--- config.mk ---
export PLATFORM = sky130hd
export DESIGN_NAME = dnn_layer_sched_flat
export DESIGN_NICKNAME = d
export VERILOG_FILES = /design/src/rtl/dnn_layer_sched_if.sv /design/src/rtl/dnn_layer_sched.sv /design/src/flat_wrapper.sv
export SDC_FILE = /design/constraint.sdc
export NUM_CORES = 1
export LEC_CHECK = 0
export BUFFER_PORTS_ARGS = -buffer_cell sky130_fd_sc_hd__buf_2
export CAP_MARGIN = 0
export CORE_MARGIN = 1.5
export CORE_UTILIZATION = 28
export CTS_BUF_LIST = sky130_fd_sc_hd__clkbuf_8
export CTS_CLUSTER_SIZE = 12
export DETAILED_ROUTE_END_ITERATION = 16
export GPL_TIMING_DRIVEN = 0
export HOLD_SLACK_MARGIN = 0.15
export PLACE_DENSITY = 0.47
export SLEW_MARGIN = 10
export SYNTH_ARGS = -nofsm -noshare
export SYNTH_HDL_FRONTEND = slang
export SYNTH_SLANG_ARGS = --single-unit
--- constraint.sdc ---
create_clock -name clk -period 6.95 [get_ports clk]
set_input_delay 0.695 -clock clk [delete_from_list [all_inputs] [get_ports clk]]
set_output_delay 0.695 -clock clk [all_outputs]
set_load 0.02 [all_outputs]
--- src/rtl/dnn_layer_sched_if.sv ---
// Scheduler-to-MAC link: weight ROM strobe/bank select, MAC operands and MAC results.
interface dnn_layer_sched_if #(
    parameter int IN_SIZE  = 7,
    parameter int OUT_SIZE = 17
);
    logic                       w_rd_en;
    logic                       w_sel;
    logic signed [IN_SIZE-1:0]  mac_x0;
    logic signed [IN_SIZE-1:0]  mac_x1;
    logic signed [IN_SIZE-1:0]  mac_x2;
    logic signed [IN_SIZE-1:0]  mac_x3;
    logic                       mac_in_ready;
    logic                       mac_ready;
    logic signed [OUT_SIZE-1:0] mac_out0;
    logic signed [OUT_SIZE-1:0] mac_out1;
    logic signed [OUT_SIZE-1:0] mac_out2;
    logic signed [OUT_SIZE-1:0] mac_out3;

    modport master (
        output w_rd_en, w_sel, mac_x0, mac_x1, mac_x2, mac_x3, mac_in_ready,
        input  mac_ready, mac_out0, mac_out1, mac_out2, mac_out3
    );

    modport slave (
        input  w_rd_en, w_sel, mac_x0, mac_x1, mac_x2, mac_x3, mac_in_ready,
        output mac_ready, mac_out0, mac_out1, mac_out2, mac_out3
    );
endinterface

--- src/rtl/dnn_layer_sched.sv ---
// Two-layer inference sequencer around a shared 4x4 MAC: fetch weights, issue, wait
// (with timeout), requantize layer-1 results with ReLU+clamp, then run layer 2.
module dnn_layer_sched #(
    parameter int IN_SIZE  = 7,
    parameter int OUT_SIZE = 17,
    parameter int SHIFT    = 5,
    parameter int TIMEOUT  = 15
) (
    input  logic                       clk,
    input  logic                       rst,
    input  logic                       start,
    input  logic signed [IN_SIZE-1:0]  x0,
    input  logic signed [IN_SIZE-1:0]  x1,
    input  logic signed [IN_SIZE-1:0]  x2,
    input  logic signed [IN_SIZE-1:0]  x3,
    dnn_layer_sched_if.master          mac,
    output logic signed [OUT_SIZE-1:0] y0,
    output logic signed [OUT_SIZE-1:0] y1,
    output logic signed [OUT_SIZE-1:0] y2,
    output logic signed [OUT_SIZE-1:0] y3,
    output logic                       busy,
    output logic                       done,
    output logic                       err
);
    localparam int CW = $clog2(TIMEOUT + 2);
    localparam logic [CW-1:0] TMO = CW'(TIMEOUT);
    localparam logic signed [OUT_SIZE-1:0] QMAX = OUT_SIZE'((1 << (IN_SIZE - 1)) - 1);

    typedef enum logic [3:0] {
        StIdle, StFetch1, StIssue1, StWait1, StQuant,
        StFetch2, StIssue2, StWait2, StDone, StErr
    } state_e;

    state_e                     state_q;
    logic [CW-1:0]              cnt_q;
    logic                       w_rd_en_q, w_sel_q, mac_in_ready_q;
    logic                       busy_q, done_q, err_q;
    logic signed [IN_SIZE-1:0]  h_q  [4];
    logic signed [OUT_SIZE-1:0] l1_q [4];
    logic signed [OUT_SIZE-1:0] y_q  [4];

    logic signed [IN_SIZE-1:0]  x_in  [4];
    logic signed [OUT_SIZE-1:0] mo    [4];
    logic signed [OUT_SIZE-1:0] shr   [4];
    logic signed [IN_SIZE-1:0]  quant [4];

    assign x_in[0] = x0;
    assign x_in[1] = x1;
    assign x_in[2] = x2;
    assign x_in[3] = x3;
    assign mo[0]   = mac.mac_out0;
    assign mo[1]   = mac.mac_out1;
    assign mo[2]   = mac.mac_out2;
    assign mo[3]   = mac.mac_out3;

    // ReLU, arithmetic shift, then saturate to the largest positive activation
    always_comb begin
        for (int i = 0; i < 4; i++) begin
            shr[i] = l1_q[i] >>> SHIFT;
            if (l1_q[i][OUT_SIZE-1]) begin
                quant[i] = '0;
            end else if (shr[i] > QMAX) begin
                quant[i] = QMAX[IN_SIZE-1:0];
            end else begin
                quant[i] = shr[i][IN_SIZE-1:0];
            end
        end
    end

    always_ff @(posedge clk) begin
        if (rst) begin
            state_q        <= StIdle;
            cnt_q          <= '0;
            w_rd_en_q      <= 1'b0;
            w_sel_q        <= 1'b0;
            mac_in_ready_q <= 1'b0;
            busy_q         <= 1'b0;
            done_q         <= 1'b0;
            err_q          <= 1'b0;
            for (int i = 0; i < 4; i++) begin
                h_q[i]  <= '0;
                l1_q[i] <= '0;
                y_q[i]  <= '0;
            end
        end else begin
            w_rd_en_q      <= 1'b0;
            mac_in_ready_q <= 1'b0;
            done_q         <= 1'b0;
            case (state_q)
                StIdle, StErr: begin
                    if (start) begin
                        for (int i = 0; i < 4; i++) h_q[i] <= x_in[i];
                        w_rd_en_q <= 1'b1;
                        w_sel_q   <= 1'b0;
                        busy_q    <= 1'b1;
                        err_q     <= 1'b0;
                        state_q   <= StFetch1;
                    end
                end
                StFetch1: begin
                    mac_in_ready_q <= 1'b1;
                    state_q        <= StIssue1;
                end
                StIssue1: begin
                    cnt_q   <= '0;
                    state_q <= StWait1;
                end
                StWait1, StWait2: begin
                    // A result arriving on the timeout cycle still counts
                    if (mac.mac_ready) begin
                        if (state_q == StWait1) begin
                            for (int i = 0; i < 4; i++) l1_q[i] <= mo[i];
                            state_q <= StQuant;
                        end else begin
                            for (int i = 0; i < 4; i++) y_q[i] <= mo[i];
                            done_q  <= 1'b1;
                            state_q <= StDone;
                        end
                    end else if (cnt_q == TMO) begin
                        busy_q  <= 1'b0;
                        err_q   <= 1'b1;
                        state_q <= StErr;
                    end else begin
                        cnt_q <= cnt_q + CW'(1);
                    end
                end
                StQuant: begin
                    h_q       <= quant;
                    w_rd_en_q <= 1'b1;
                    w_sel_q   <= 1'b1;
                    state_q   <= StFetch2;
                end
                StFetch2: begin
                    mac_in_ready_q <= 1'b1;
                    state_q        <= StIssue2;
                end
                StIssue2: begin
                    cnt_q   <= '0;
                    state_q <= StWait2;
                end
                StDone: begin
                    busy_q  <= 1'b0;
                    state_q <= StIdle;
                end
                default: begin
                    busy_q  <= 1'b0;
                    state_q <= StIdle;
                end
            endcase
        end
    end

    assign mac.w_rd_en      = w_rd_en_q;
    assign mac.w_sel        = w_sel_q;
    assign mac.mac_in_ready = mac_in_ready_q;
    assign mac.mac_x0       = h_q[0];
    assign mac.mac_x1       = h_q[1];
    assign mac.mac_x2       = h_q[2];
    assign mac.mac_x3       = h_q[3];
    assign y0               = y_q[0];
    assign y1               = y_q[1];
    assign y2               = y_q[2];
    assign y3               = y_q[3];
    assign busy             = busy_q;
    assign done             = done_q;
    assign err              = err_q;
endmodule

--- src/flat_wrapper.sv ---
// flat-port wrapper written by rule: the top's interface ports become plain ports
module dnn_layer_sched_flat 
#(
    parameter int IN_SIZE  = 7,
    parameter int OUT_SIZE = 17,
    parameter int SHIFT    = 5,
    parameter int TIMEOUT  = 15
)
  (clk, rst, start, x0, x1, x2, x3, y0, y1, y2, y3, busy, done, err, mac_w_rd_en, mac_w_sel, mac_mac_x0, mac_mac_x1, mac_mac_x2, mac_mac_x3, mac_mac_in_ready, mac_mac_ready, mac_mac_out0, mac_mac_out1, mac_mac_out2, mac_mac_out3);
  dnn_layer_sched_if #(.IN_SIZE(IN_SIZE), .OUT_SIZE(OUT_SIZE)) mac_i ();
  input  logic clk;
  input  logic rst;
  input  logic start;
  input  logic signed [IN_SIZE-1:0] x0;
  input  logic signed [IN_SIZE-1:0] x1;
  input  logic signed [IN_SIZE-1:0] x2;
  input  logic signed [IN_SIZE-1:0] x3;
  output logic signed [OUT_SIZE-1:0] y0;
  output logic signed [OUT_SIZE-1:0] y1;
  output logic signed [OUT_SIZE-1:0] y2;
  output logic signed [OUT_SIZE-1:0] y3;
  output logic busy;
  output logic done;
  output logic err;
  output wire logic [$bits(mac_i.w_rd_en)-1:0] mac_w_rd_en;
  output wire logic [$bits(mac_i.w_sel)-1:0] mac_w_sel;
  output wire logic [$bits(mac_i.mac_x0)-1:0] mac_mac_x0;
  output wire logic [$bits(mac_i.mac_x1)-1:0] mac_mac_x1;
  output wire logic [$bits(mac_i.mac_x2)-1:0] mac_mac_x2;
  output wire logic [$bits(mac_i.mac_x3)-1:0] mac_mac_x3;
  output wire logic [$bits(mac_i.mac_in_ready)-1:0] mac_mac_in_ready;
  input wire logic [$bits(mac_i.mac_ready)-1:0] mac_mac_ready;
  input wire logic [$bits(mac_i.mac_out0)-1:0] mac_mac_out0;
  input wire logic [$bits(mac_i.mac_out1)-1:0] mac_mac_out1;
  input wire logic [$bits(mac_i.mac_out2)-1:0] mac_mac_out2;
  input wire logic [$bits(mac_i.mac_out3)-1:0] mac_mac_out3;
  assign mac_w_rd_en = mac_i.w_rd_en;
  assign mac_w_sel = mac_i.w_sel;
  assign mac_mac_x0 = mac_i.mac_x0;
  assign mac_mac_x1 = mac_i.mac_x1;
  assign mac_mac_x2 = mac_i.mac_x2;
  assign mac_mac_x3 = mac_i.mac_x3;
  assign mac_mac_in_ready = mac_i.mac_in_ready;
  assign mac_i.mac_ready = mac_mac_ready;
  assign mac_i.mac_out0 = mac_mac_out0;
  assign mac_i.mac_out1 = mac_mac_out1;
  assign mac_i.mac_out2 = mac_mac_out2;
  assign mac_i.mac_out3 = mac_mac_out3;
  dnn_layer_sched #(.IN_SIZE(IN_SIZE), .OUT_SIZE(OUT_SIZE), .SHIFT(SHIFT), .TIMEOUT(TIMEOUT)) u_core (.clk(clk), .rst(rst), .start(start), .x0(x0), .x1(x1), .x2(x2), .x3(x3), .mac(mac_i), .y0(y0), .y1(y1), .y2(y2), .y3(y3), .busy(busy), .done(done), .err(err));
endmodule
# Word level (Yosys, flattened, before mapping)
# Memory sizes are Yosys's and may differ from the RTL's.
# Cells that the tools add are included.
# Widths: inputs -> output; s select.
[word_totals] regBits=43 ram_bits=136 input_bits=100 memories=2
[mem_list] memory="u_core.l1_q" words=4 word_bits=17 rd=4 rd_clocked_by_memory_dff=0 wr=4 line_no="dnn_layer_sched.sv:39" rtl="logic signed [OUT_SIZE-1:0] l1_q [4];"
[mem_list] memory="u_core.y_q" words=4 word_bits=17 rd=4 rd_clocked_by_memory_dff=0 wr=4 line_no="dnn_layer_sched.sv:40" rtl="logic signed [OUT_SIZE-1:0] y_q [4];"
[classes] add_sub_neg=1 magnitude_cmp=4 n_eq_ne=14 muxes=50 bitwise=9 reduce_logical=14
[ops] operator="$mux 17" n=8
[ops] operator="$mux 7" n=8
[ops] operator="$pmux 28 s2" n=1
[ops] operator="$gt 12x7->1 const B" n=4
[ops] operator="$mux 28" n=1
[ops] operator="$pmux 4 s7" n=1
[ops] operator="$mux 1" n=20
[ops] operator="$eq 4x3->1 const B" n=4
[ops] operator="$mux 4" n=4
[ops] operator="$mux 5" n=2
[ops] operator="$pmux 5 s2" n=1
[ops] operator="$eq 4x2->1 const B" n=2
[ops] operator="$or 1x1->1" n=8
[ops] operator="$reduce_and 4->1" n=2
[ops] operator="$reduce_or 2->1" n=4
[ops] operator="$ne 2x2->1 const B" n=3
[ops] operator="$pmux 1 s2" n=3
[ops] operator="$reduce_bool 2->1" n=3
[ops] operator="$add 5x1->5 const B" n=1
[ops] operator="$eq 5x4->1 const B" n=1
[ops] operator="$reduce_or 5->1" n=1
[ops] operator="$eq 4x1->1 const B" n=1
[ops] operator="$eq 4x4->1 const B" n=1
[ops] operator="$logic_not 4->1" n=1
[ops] operator="other kinds (6)" n=7

# Logic depth before layout (Yosys ltp)
# Gate-level depths: netlist of the first run.
[depth] depth_word=7 ltp_mapped=7

# Worst setup path after synthesis of the first run
# No wires, ideal clock.
[synth_path] path_kind="input -> register" from="input port mac_mac_ready" to="memory u_core.y_q[0][0], enable pin" arrival_time_ps=5570 required_time_ps=6362 setup_slack_ps=793 stages=2 path_buffers=0 cell_sequence="nand2_1 > o21ai_0"
[synth_rtl] item="from (decl)" line_no="flat_wrapper.sv:32" rtl="input wire logic [$bits(mac_i.mac_ready)-1:0] mac_mac_ready;"
[synth_rtl] item="to (decl)" line_no="dnn_layer_sched.sv:40"

==> results of run 1 <==
-- through the flow --
step	total power [µW]	cell area, µm²	cells	hold slack (ns)
global route	2170	8860	1135	0.467
detailed placement	1380	8440	1102	0.454
finish	2080	8860	1135	0.463
CTS	2120	8850	1134	0.469
floorplan	1270	6890	573	0.454
global placement	1380	8300	1097	0.447
-- layer usage --
metal  routed length (µm)  GRT usage
met3                 1000     0.0403
met5                    7          0
met1                 8320      0.188
met4                  209     0.0455
met2                 9220      0.256
-- how the worst max path moves through the flow --
stage,startpoint,end,slack [ns],depth (start not counted)
6_report,u_core.state_q[1],u_core.y_q[2][2],4.31,6
5_1_grt,u_core.state_q[1],u_core.y_q[2][2],4.12,6
4_1_cts,u_core.state_q[1],u_core.y_q[2][0],4.21,6
3_5_place_dp,mac_mac_ready,u_core.y_q[2][0],4.06,6
3_3_place_gp,mac_mac_ready,u_core.y_q[2][3],-2.73,3
2_1_floorplan,mac_mac_ready,u_core.y_q[0][0],0.79,2
-- power breakdown --
group	leakage (µW)	internal, µW	total [µW]	switching [µW]
combinational	0.00180	101	272	172
sequential	0.00155	1060	1080	20.0
clock	0.000202	332	723	391
-- kinds of logic after synthesis --
group	after synthesis	share of synthesized area
flip-flops	159	0.630
adder cells (fa/ha/maj)	2	0.00363
buffers and inverters	63	0.0387
AO/OA/AOI/OAI	118	0.128
XOR/XNOR	3	0.00381
multiplexers	2	0.00290
AND/OR/NAND/NOR	226	0.193
-- layout make-up --
class | count | area (µm²) | area share
flip-flops and latches | 159 | 4340 | 0.490
multi-input cells | 351 | 2300 | 0.260
repair buffers | 205 | 1120 | 0.127
well taps | 324 | 405 | 0.0458
clock buffers | 17 | 234 | 0.0264
clock inverters | 15 | 178 | 0.0201
plain buffers | 36 | 165 | 0.0186
inverters | 27 | 101 | 0.0114
diodes | 1 | 2.50 | 0.000283
-- layout by cell type, fill, tap and decap left out, drive strengths merged, types with 21 or more instances in the layout --
master / count
dfxtp: 43
buf: 213
clkbuf: 45
o21ai: 53
nor2: 21
a21oi: 29
and2: 116
nand2: 34
nor2b: 24
edfxtp: 116
a221oi: 23
inv: 34
-- worst max-delay path, delay by kind of cell, from the launching register on --
| kind | cells | cell delay, ns |
|---|---|---|
| AND/OR/NAND/NOR | 3 | 1.22 |
| flip-flops | 1 | 0.31 |
| buffers and inverters | 3 | 0.99 |
-- flip-flops by register name, indices dropped and copies added (netlist names), 4 cells and up --
signal and count:
u_core.y_q 68, u_core.l1_q 48, u_core.mac.mac_x0 7, u_core.mac.mac_x1 7, u_core.mac.mac_x2 7, u_core.mac.mac_x3 7, u_core.cnt_q 5, u_core.state_q 4
==> out/metrics.yaml, run 1 <==
outcome: "finished, final reports clean"
total_number_of_clock_tree_sinks: 159
clock_tree_from_tritoncts: "yes"
cts-htree-levels: 4
endpoint_kind: "flop"
ys_types: 49
drv_slew: 0
pin_count_of_the_biggest_net_entering_global_routing: 27
crit_type: "flop to flop"
ant_nets: 0
placement_rows: 57
yosys_most_used_dff: "sky130_fd_sc_hd__edfxtp_1"
p_leak_uw: 0.00355
reg2reg_slack_ns: 4.31
antenna_found_initial: 2
synthArstFlopShare: 0
drt_first_pass_iters: 5
cts_inserted_buffers: 17
grt_pass1_vias: 5054
synth_top_cells_by_area: "sky130_fd_sc_hd__edfxtp_1 (51%), sky130_fd_sc_hd__dfxtp_1 (12%), sky130_fd_sc_hd__and2_1 (11%)"
gr-usage-all-layers: 0.151
clock_path_buffers: 2
hold_buffers: 0
detailroute.via_count: 4934
path_max_fanout: 10
syn2layout_area_growth_pct: 28.5
post_cts_resize_count: 0
number_of_endpoints_failing_setup_at_the_final_stage: 0
crit_path_cell_trace: "buf_2 -> nand3b_2 -> nor3_2 -> clkbuf_1 -> clkbuf_2 -> and2_1"
timing.fmax_mhz: 379
die_width_um: 160
mappedNetlistArea_um2: 6890
floorplan.initialDensity: 0.284
synth.ff_latch_count: 159
final_net_count: 899
synth.avg_cell_area_um2: 12.0
setup-tns-final_ns: 0
synthesis.yosys.warnings: 0
remaining_drc_errors: 0
crit_required_ns: 7.28
clkTransAtPathRegs_ns: 0.10
routed_wl_mm: 18.8
rsz0062_at_grt: "no"
synth_top_cell_area_share: 0.505
yosys.area.top_type: "sky130_fd_sc_hd__edfxtp_1"
io_pins: 202
timing.slew.headroom: 0.396
synth_enable_flop_cells: 116
synth_commonest_cells: "sky130_fd_sc_hd__and2_1 (116), sky130_fd_sc_hd__edfxtp_1 (116), sky130_fd_sc_hd__dfxtp_1 (43)"
detailedPlace.worstSlack_ns: 4.06
final_core_util: 0.365
critical-path-max-stage-delay_ns: 0.80
first_pass_grt_wire_length_mm: 28.8
final_min_period_over_clock_period: 0.379
gr-total-overflow: 0
gp_routability_congestion: 0.777
postSynthNetCount: 675
cp_data_arrival_time_ns: 2.97
critical-path-slowest-cell: "sky130_fd_sc_hd__nor3_2"
initial_drc_count: 261
vdd_ir_drop_max_mv: 0.107
minimum_period_implied_by_the_final_worst_setup_slack_ns: 2.64
drv_cap: 0
postSynthCellCount: 573
route.detailed.wl_per_inst_um: 16.5
worst_r2r_startpoint: "u_core.state_q[1]"
core_area_um2: 24200
startpoint_type: "flop"
hold_depth: 2
die_area_um2: 25600
hold_path_end: "u_core.mac.mac_x3[1]"
clock_skew_ns: 0.0153
timing.hold.worst.class: "flop to flop"
route.detailed.vias_per_inst: 4.35
die_h_um: 160
max_slew.worst_pin.slew_ns: 0.901
postCtsSetupBuffers: 0
worst_r2r_path_depth: 6
synth_seq_area_share: 0.630
fillers: 2489
worst_skew_pair.late_latency_ns: 0.46
worstReg2RegEnd: "u_core.y_q[2][2]"
layout_setup_ws_ns: 4.31
power.density_cell_area_nw_per_um2: 235
dpl.hpwl_mm: 13.9
input_output_buffers: 200
hold_path_startpoint: "u_core.mac.mac_x3[1]"
share_of_final_layout_standard_cells_stronger_than_drive_strength_1: 0.358
clock-root-buffer: "sky130_fd_sc_hd__clkbuf_8"
final_hold_viol_count: 0
(Power assumes the default switching activity.)
==> run 2, diff against run 1 <==
Settings changed: PLACE_DENSITY 0.47 to 0.49.
Clock period 6.95 ns to 2.2 ns, I/O delays scaled along.
==> out/metrics.yaml, run 2 (synthesis results as in run 1) <==
route.detailed.wl_per_inst_um: 16.1  # was 16.5 µm
dpl.hpwl_mm: 14.1  # was 13.9 mm
seq_power_share: 0.497  # was 0.521
syn2layout_area_growth_pct: 40.3  # was 28.5%
layout_commonest_cell: "sky130_fd_sc_hd__buf_2"  # unchanged
share_of_total_power_in_the_clock_network: 0.363  # was 0.348
p_leak_uw: 0.00394  # was 0.00355 µW
gr-usage-all-layers: 0.155  # was 0.151
worst_r2r_startpoint: "u_core.state_q[1]"  # unchanged
max_slew.worst_pin.slew_ns: 0.844  # was 0.901 ns
input_output_buffers: 200  # unchanged
core_area_um2: 24200  # unchanged
grt_pass1_vias: 5329  # was 5,054
floorplan.initialDensity: 0.284  # unchanged
drt_first_pass_iters: 4  # was 5
final_min_period_over_clock_period: 0.901  # was 0.379
startpoint_type: "flop"  # unchanged
vdd_ir_drop_max_mv: 0.434  # was 0.107 mV
final_net_count: 973  # was 899
die_width_um: 160  # unchanged
path_max_fanout: 22  # was 10
minimum_period_implied_by_the_final_worst_setup_slack_ns: 1.98  # was 2.64 ns
final_hold_viol_count: 0  # unchanged
cts_inserted_buffers: 17  # unchanged
pin_count_of_the_biggest_net_entering_global_routing: 25  # was 27
cts-htree-levels: 4  # unchanged
first_pass_grt_wire_length_mm: 29.8  # was 28.8 mm
clock-root-buffer: "sky130_fd_sc_hd__clkbuf_8"  # unchanged
gr-total-overflow: 0  # unchanged
detailedPlace.worstSlack_ns: -0.348  # was 4.06 ns
clock_path_buffers: 2  # unchanged
layout_setup_ws_ns: 0.218  # was 4.31 ns
fillers: 2429  # was 2,489
io_pins: 202  # unchanged
hold_ws_ns: 0.212  # was 0.463 ns
die_area_um2: 25600  # unchanged
cp_data_arrival_time_ns: 2.15  # was 2.97 ns
drv_slew: 0  # unchanged
n_antenna_cell: 0  # was 1
placement_rows: 57  # unchanged
internal-power_uw: 5010  # was 1500 µW
largest_register: "u_core.y_q"  # unchanged
timing.slew.headroom: 0.438  # was 0.396
fin_total_pwr_uw: 6890  # was 2080 µW
timing.hold.worst.class: "input pin to flop"  # was flop to flop
crit_type: "flop to flop"  # unchanged
hold_depth: 4  # was 2
p_sw_frac: 0.274  # was 0.280
worst_r2r_path_depth: 5  # was 6
ant_nets: 0  # unchanged
gp_routability_congestion: 0.724  # was 0.777
critical_path_source: "u_core.state_q[1]"  # unchanged
worstReg2RegEnd: "u_core.y_q[0][2]"  # was u_core.y_q[2][2]
largest_register_ffs: 68  # unchanged
rsz0062_at_grt: "no"  # unchanged
p_comb_frac: 0.140  # was 0.131
crit_required_ns: 2.36  # was 7.28 ns
share_of_final_layout_standard_cells_stronger_than_drive_strength_1: 0.337  # was 0.358
netSwitchingPower_uw: 1890  # was 583 µW
remaining_drc_errors: 0  # unchanged
clock_tree_from_tritoncts: "yes"  # unchanged
detailroute.via_count: 5260  # was 4,934
routed_wl_mm: 19.4  # was 18.8 mm
drv_cap: 0  # unchanged
hold_path_end: "u_core.state_q[1]"  # was u_core.mac.mac_x3[1]
initial_drc_count: 216  # was 261
worst_skew_pair.late_latency_ns: 0.46  # about the same
reg2reg_slack_ns: 0.22  # was 4.31 ns
die_h_um: 160  # unchanged
number_of_endpoints_failing_setup_at_the_final_stage: 0  # unchanged
outcome: "finished, final reports clean"  # unchanged
setup-tns-final_ns: 0  # unchanged
power.density_cell_area_nw_per_um2: 713  # was 235 nW/µm²
timing.fmax_mhz: 505  # was 379 MHz
route.detailed.vias_per_inst: 4.35  # about the same
layout_top_registers: "u_core.y_q x68, u_core.l1_q x48"  # unchanged
final_cell_mix: "sky130_fd_sc_hd__buf_2 (202), sky130_fd_sc_hd__and2_1 (116), sky130_fd_sc_hd__edfxtp_1 (116)"  # was sky130_fd_sc_hd__buf_2 (203), sky130_fd_sc_hd__and2_1 (116), sky130_fd_sc_hd__edfxtp_1 (116)
clkTransAtPathRegs_ns: 0.09  # was 0.10 ns
antenna_found_initial: 0  # was 2
total_number_of_clock_tree_sinks: 159  # unchanged
clock_skew_ns: 0.0171  # was 0.0153 ns
hold_path_startpoint: "mac_mac_ready"  # was u_core.mac.mac_x3[1]
endpoint_kind: "flop"  # unchanged
run 2: cell types whose count changed in the layout (fill, tap and decap cells not counted), sizes merged:
cell and change:
clkinv -2, bufinv +1, diode -1, inv +2
buf +2, clkbuf +2, dlygate4sd3 +72, clkinvlp -3
run 2: what timing repair did:
item,CTS,global route
pin swaps,1,1
hold buffers,72,0
buffers inserted,0,2
resized for setup,5,2
hold endpoints to repair,120,0
setup endpoints to repair,61,17
run 2: routing by layer:
metal	vias up	part of all wire	track usage
li1	2616	-	-
met1	2474	0.43	0.187
met2	150	0.50	0.271
met3	20	0.051	0.0405
met4	0	0.016	0.0442
met5	-	0	0
run 2: worst max path at each step:
stage / depth (start not counted) / slack (ns) / end
floorplan: 3 / 0.007 / u_core.y_q[0][0]
global placement: 3 / -0.82 / u_core.y_q[3][6]
detailed placement: 6 / -0.35 / u_core.l1_q[1][15]
CTS: 6 / 0.06 / u_core.y_q[2][2]
global route: 6 / 0.04 / u_core.l1_q[1][15]
finish: 5 / 0.22 / u_core.y_q[0][2]
run 2: cell type report:
cell class / count / area, µm² / area share
plain buffers: 36 / 173 / 0.0179
clock buffers: 19 / 262 / 0.0270
clock inverters: 13 / 193 / 0.0199
inverters: 27 / 101 / 0.0105
multi-input cells: 351 / 2330 / 0.241
flip-flops and latches: 159 / 4340 / 0.449
well taps: 324 / 405 / 0.0419
repair buffers: 279 / 1870 / 0.193
run 2: power by group through the flow:
| stage | Clock (µW) | Combinational (µW) | Sequential [µW] |
|---|---|---|---|
| after floorplan | 0 | 367 | 3630 |
| after global placement | 0 | 845 | 3500 |
| after detailed placement | 0 | 879 | 3490 |
| after CTS | 2580 | 981 | 3430 |
| after global routing | 2690 | 1050 | 3440 |
| final | 2500 | 965 | 3430 |
run 2: worst max-delay path: stages (launching register included):
cell and delay (ns):
sky130_fd_sc_hd__dfxtp_1 0.32, sky130_fd_sc_hd__buf_2 0.22, sky130_fd_sc_hd__nand3b_4 0.20, sky130_fd_sc_hd__o21ai_4 0.48, sky130_fd_sc_hd__buf_16 0.24, sky130_fd_sc_hd__buf_16 0.19
run 2: through the flow:
step                       util  std cells  cell area (µm²)
after floorplan               -        573             6930
after global placement    0.344       1097             8330
after detailed placement  0.349       1102             8460
after CTS                 0.398       1206             9650
after global routing      0.399       1208             9670
final                     0.399       1208             9670
